<file path="config.mk">
export PLATFORM = sky130hd
export DESIGN_NAME = dbg_cfg_trace_master
export DESIGN_NICKNAME = d
export VERILOG_FILES = /design/src/rtl/dbg_cfg_trace_master_pkg.sv /design/src/rtl/dbg_trace_fifo.sv /design/src/rtl/dbg_cfg_trace_master.sv
export SDC_FILE = /design/constraint.sdc
export NUM_CORES = 1
export LEC_CHECK = 0
export ABC_AREA = 1
export BUFFER_PORTS_ARGS = -buffer_cell sky130_fd_sc_hd__buf_2
export CAP_MARGIN = 40
export CORE_MARGIN = 10
export CORE_UTILIZATION = 40
export CTS_CLUSTER_DIAMETER = 40
export DETAILED_ROUTE_END_ITERATION = 6
export PLACE_DENSITY = 0.55
export SLEW_MARGIN = 40
export SYNTH_ARGS = -nofsm -noshare
export SYNTH_HDL_FRONTEND = slang
export SYNTH_HIERARCHICAL = 1
export SYNTH_SLANG_ARGS = --single-unit
</file>
<file path="constraint.sdc">
create_clock -name clk -period 9.74 [get_ports clk]
set_clock_uncertainty 0.2 [all_clocks]
set_input_delay 1.948 -clock clk [delete_from_list [all_inputs] [get_ports clk]]
set_output_delay 1.948 -clock clk [all_outputs]
set_load 0.02 [all_outputs]
</file>
<file path="src/rtl/dbg_cfg_trace_master_pkg.sv">
// Shared definitions for the debug configuration / trace master.
package dbg_cfg_trace_master_pkg;
  typedef enum logic [1:0] {IDLE, ADDR, DATA, GAP} wr_state_t;
  localparam int DCP_STROBE_BIT = 31;
  localparam int REGNO_W        = 8;
endpackage

</file>
<file path="src/rtl/dbg_trace_fifo.sv">
// First-word-fall-through trace FIFO; a push into a full FIFO is allowed
// when a pop frees a slot in the same cycle, otherwise the word is dropped.
module dbg_trace_fifo #(
  parameter int DEPTH = 16,
  parameter int AW    = 4
) (
  input  logic          clk,
  input  logic          rst,
  input  logic          wr_en,
  input  logic [31:0]   wr_data,
  input  logic          rd_en,
  output logic [31:0]   rd_data,
  output logic          empty,
  output logic [AW:0]   count,
  output logic          drop
);
  logic [31:0]   mem [DEPTH];
  logic [AW-1:0] wr_ptr, rd_ptr;
  logic          full, push, pop;

  assign empty = (count == '0);
  assign full  = (count == (AW+1)'(DEPTH));
  assign pop   = rd_en && !empty;
  assign push  = wr_en && (!full || pop);
  assign drop  = wr_en && full && !pop;
  // Gate the head to zero when empty so reset shows a clean bus.
  assign rd_data = empty ? '0 : mem[rd_ptr];

  always_ff @(posedge clk)
    if (push) mem[wr_ptr] <= wr_data;

  always_ff @(posedge clk or posedge rst) begin
    if (rst) begin
      wr_ptr <= '0;
      rd_ptr <= '0;
      count  <= '0;
    end else begin
      if (push) wr_ptr <= wr_ptr + 1'b1;
      if (pop)  rd_ptr <= rd_ptr + 1'b1;
      if (push && !pop)      count <= count + 1'b1;
      else if (pop && !push) count <= count - 1'b1;
    end
  end
endmodule

</file>
<file path="src/rtl/dbg_cfg_trace_master.sv">
// Host-to-monitor configuration write sequencer plus trace capture FIFO
// and event recorder.
module dbg_cfg_trace_master
  import dbg_cfg_trace_master_pkg::*;
#(
  parameter int DEPTH = 16,
  parameter int AW    = 4
) (
  input  logic          clk,
  input  logic          MRST,
  input  logic          cfg_valid,
  output logic          cfg_ready,
  input  logic [7:0]    cfg_regno,
  input  logic [30:0]   cfg_data,
  input  logic [1:0]    cfg_sel,
  output logic [31:0]   DCP,
  output logic [1:0]    Sel,
  input  logic [31:0]   TP,
  input  logic          TPE,
  input  logic [7:0]    EV,
  input  logic [31:0]   Val,
  input  logic          rd_en,
  output logic [31:0]   rd_data,
  output logic          rd_empty,
  output logic [AW:0]   fifo_count,
  output logic          ovf,
  input  logic          ovf_clr,
  output logic [7:0]    last_ev,
  output logic [31:0]   last_val,
  output logic [15:0]   ev_count
);
  wr_state_t   state, state_nxt;
  logic [30:0] data_q;
  logic [31:0] dcp_nxt;
  logic        accept, drop;

  assign cfg_ready = (state == IDLE);

  // DCP is loaded from the next state so it lines up with the state itself.
  always_comb begin
    state_nxt = state;
    dcp_nxt   = '0;
    accept    = 1'b0;
    case (state)
      IDLE: if (cfg_valid) begin
        accept    = 1'b1;
        state_nxt = ADDR;
        dcp_nxt[DCP_STROBE_BIT]  = 1'b1;
        dcp_nxt[REGNO_W-1:0]     = cfg_regno;
      end
      ADDR: begin
        state_nxt = DATA;
        dcp_nxt   = {1'b0, data_q};
      end
      DATA:    state_nxt = GAP;
      GAP:     state_nxt = IDLE;
      default: state_nxt = IDLE;
    endcase
  end

  always_ff @(posedge clk or posedge MRST) begin
    if (MRST) begin
      state  <= IDLE;
      DCP    <= '0;
      Sel    <= '0;
      data_q <= '0;
    end else begin
      state <= state_nxt;
      DCP   <= dcp_nxt;
      if (accept) begin
        data_q <= cfg_data;
        Sel    <= cfg_sel;
      end
    end
  end

  dbg_trace_fifo #(.DEPTH(DEPTH), .AW(AW)) u_fifo (
    .clk     (clk),
    .rst     (MRST),
    .wr_en   (TPE),
    .wr_data (TP),
    .rd_en   (rd_en),
    .rd_data (rd_data),
    .empty   (rd_empty),
    .count   (fifo_count),
    .drop    (drop)
  );

  always_ff @(posedge clk or posedge MRST) begin
    if (MRST) begin
      ovf      <= 1'b0;
      last_ev  <= '0;
      last_val <= '0;
      ev_count <= '0;
    end else begin
      if (drop)         ovf <= 1'b1;
      else if (ovf_clr) ovf <= 1'b0;
      if (EV != '0) begin
        last_ev  <= EV;
        last_val <= Val;
        if (ev_count != 16'hFFFF) ev_count <= ev_count + 1'b1;
      end
    end
  end
endmodule

</file>
==> impl_metrics.yaml <==
place:
  io_buffers: 248
  place.gp.congestion: 0.779
  dpl.hpwl_um: 37800
yosys:
  synth_seq_cells: 649
  yosysTopAreaCell: "edfxtp_1"
  synth_top_cell_area_share: 0.582
  syn_area_um2: 26400
  yosys_warnings: 6
  synth_area_per_cell_um2: 11.1
  synth_nets: 2505
  seq_area_frac_synth: 0.711
  syn-instance-count: 2371
  ys_types: 32
  synth_area_leaders: "edfxtp_1 (58%), nand2_1 (14%), dfrtp_1 (13%)"
floorplanning:
  floorplan.initialDensity: 0.403
  rows: 94
  die-height_um: 277
  ios: 249
  die_w_um: 277
  dieArea_um2: 76800
  core_um2: 65600
setup_path:
  startpoint_type: "register"
  path_class: "register to primary output"
  cp_common_cell: "nand2_1"
  slowest_stage: "dfrtp_4"
  critical-path-top-delay-family: "buffers and inverters"
  cp_num_buf_inv: 3
  crit_start: "u_fifo/rd_ptr[0]"
  reg2reg_from: "u_fifo/count[0]"
  critical-path-max-stage-delay_ns: 0.63
  worst_ep_required_time_ns: 7.59
  endpoint_kind: "primary output"
  critPathArrivalTime_ns: 3.64
  crit_path_max_fanout: 98
  path_cells: "clkinv_4 -> buf_6 -> nand2_1 -> nand3_1 -> nand3_1 -> nand2_1 -> nand2_1 -> a21oi_1 -> buf_2"
clock_tree:
  tritoncts: "done"
  path_clk_slew_ns: 0.06
  clockRootBuffer: "clkbuf_16"
  postCtsSetupRepairBufs: 0
  insertion_delay_ns: 0.62
  cts_made_buffers: 90
  cts_sinks: 649
  cts_resized: 0
  h-tree-depth: 3
  cts-hold-fix-buffers: 0
  cts_buffer_depth: 3
drt:
  drc: 0
  wl_per_cell_um: 20.0
  vias_per_cell: 5.09
  drt_iter0_drc: 1336
  wirelength_um: 70900
  via_count: 18100
  dr.pass1.iters: 7
  ant_nets: 0
power_and_ir_drop:
  netSwitchingFraction: 0.375
  intPower_uw: 6180
  clock_power_share: 0.319
  ir_worst_vdd_v: 0.000195
  p_switching_uw: 3700
  power.leakage_uw: 0.0130
  seqPwrFrac: 0.360
  p_comb_frac: 0.320
  power_density_nw_per_um2: 314
grt:
  grt_pass1_vias: 17900
  grt_max_degree: 99
  grt_antenna_before_repair: 5
  grtUsageTotal: 0.180
  grt-ovfl-total: 0
  grt_pass1_wl_um: 108000
timing:
  setup_violations: 0
  fmaxAchievable_mhz: 173
  final.min_clock_period_ns: 5.79
  tightest_slew_ns: 0.821
  finalHoldViolCount: 0
  period_share: 0.594
  rsz0062_at_grt: "no"
  relSlewSlack: 0.453
  finalMaxSlewViolations: 0
  setup_tns_ns: 0
layout:
  fill_cells: 5843
  drive_gt1_frac: 0.182
  layout.nets: 2748
  area_delta_synth_final_pct: 19.0
  post-route-util: 0.479
flow_run:
  cap_violations: 0
hold_path:
  hold_start: "data_q[10]"
  min_path_type: "register to register"
run_status:
  status: "complete, no violations"
-- cell usage in the layout, fill, tap and decap left out, types with 12 or more instances in the layout --
master	instances
inv_1	74
dfrtp_1	133
xor2_1	13
ha_1	13
nor2_1	20
clkbuf_16	95
clkinv_4	14
a21oi_1	34
edfxtp_1	512
buf_2	248
nand3_1	403
inv_6	12
buf_4	22
nor2_4	17
nand2_1	949
-- kinds of logic (layout without fill, tap and decap cells) --
| family | Yosys count | count (layout) | share of synthesized area |
|---|---|---|---|
| xor+xnor | 14 | 14 | 0.00464 |
| other cells | 0 | 2 | 0 |
| simple gates | 1415 | 1415 | 0.223 |
| buf+inv | 213 | 528 | 0.0396 |
| compound gates | 65 | 65 | 0.0137 |
| fa+ha+maj | 15 | 15 | 0.00738 |
| flops | 649 | 649 | 0.711 |
-- cell type report --
class                           instances  area, µm²  area share
Timing Repair Buffer                  279       1560      0.0495
Inverter                               85        332      0.0105
Antenna cell                            2       5.00    0.000159
Sequential cell                       649      18800       0.598
Clock buffer                          105       2460      0.0781
Clock inverter                         59        503      0.0160
Multi-Input combinational cell       1509       6720       0.213
Tap cell                              864       1080      0.0344
-- sequential cells by signal, indices dropped and copies added, names as in the netlist --
signal         flops
Sel                2
data_q            31
u_fifo/rd_ptr      4
last_ev            8
state              2
last_val          32
ev_count          16
ovf                1
DCP               32
u_fifo/wr_ptr      4
u_fifo/count       5
u_fifo/mem       512
-- tightest hold or removal path, cell delays in order, from the launching register on --
cell and delay (ns):
dfrtp_1 0.34, nand2_1 0.05, inv_1 0.04
-- synth_stat cells --
library cell	n
nand3_1	403
buf_6	8
o22ai_1	7
edfxtp_1	512
buf_2	64
nand4_1	5
o21ai_2	6
inv_1	76
ha_1	14
buf_1	9
xor2_1	13
nand4_2	2
a21oi_1	34
nand2_2	8
nor2_2	7
fa_1	1
xnor2_1	1
o21ai_1	8
nor3_1	1
inv_2	7
o21bai_1	1
nor2_8	1
nor3b_1	1
clkbuf_1	20
buf_4	27
o211ai_1	1
dfrtp_1	137
nor2_1	36
clkinv_4	1
nand2_1	951
o21ai_0	8
clkinv_1	1
-- through the flow --
step | hold WS (ns) | power [µW] | worst slack [ns] | instances | area, µm²
3_5_place_dp | 0.244 | 6820 | 4.22 | 3385 | 28500
5_1_grt | 0.275 | 10500 | 3.71 | 3552 | 31500
4_1_cts | 0.257 | 10000 | 3.55 | 3549 | 31400
3_3_place_gp | 0.241 | 6750 | 4.22 | 3383 | 28400
6_report | 0.253 | 9880 | 3.95 | 3552 | 31500
2_1_floorplan | 0.233 | 5740 | 4.29 | 2371 | 26400
-- layer usage --
layer / global-route usage / part of all wire
met5: 0 / 0.00038
met4: 0.0580 / 0.021
met3: 0.0347 / 0.060
met2: 0.300 / 0.48
met1: 0.233 / 0.43
-- final timing paths --
path                       cells past startpoint                end  slack [ns]
setup / recovery                               9         rd_data[5]        3.95
hold / removal                                 2            DCP[10]        0.25
setup reg to reg                               7  u_fifo/mem[6][12]        6.22
max in group asynchronous                      4         data_q[16]        6.83
hold reg to reg                                2            DCP[10]        0.25
min in group asynchronous                      2                ovf        1.06
-- power groups by stage --
stage / logic, µW / registers (µW) / clock network [µW]
4_1_cts: 3180 / 3600 / 3220
3_3_place_gp: 3120 / 3640 / 0
3_5_place_dp: 3170 / 3650 / 0
2_1_floorplan: 2100 / 3640 / 0
6_report: 3160 / 3560 / 3160
5_1_grt: 3520 / 3600 / 3350
(Power assumes the default switching activity.)
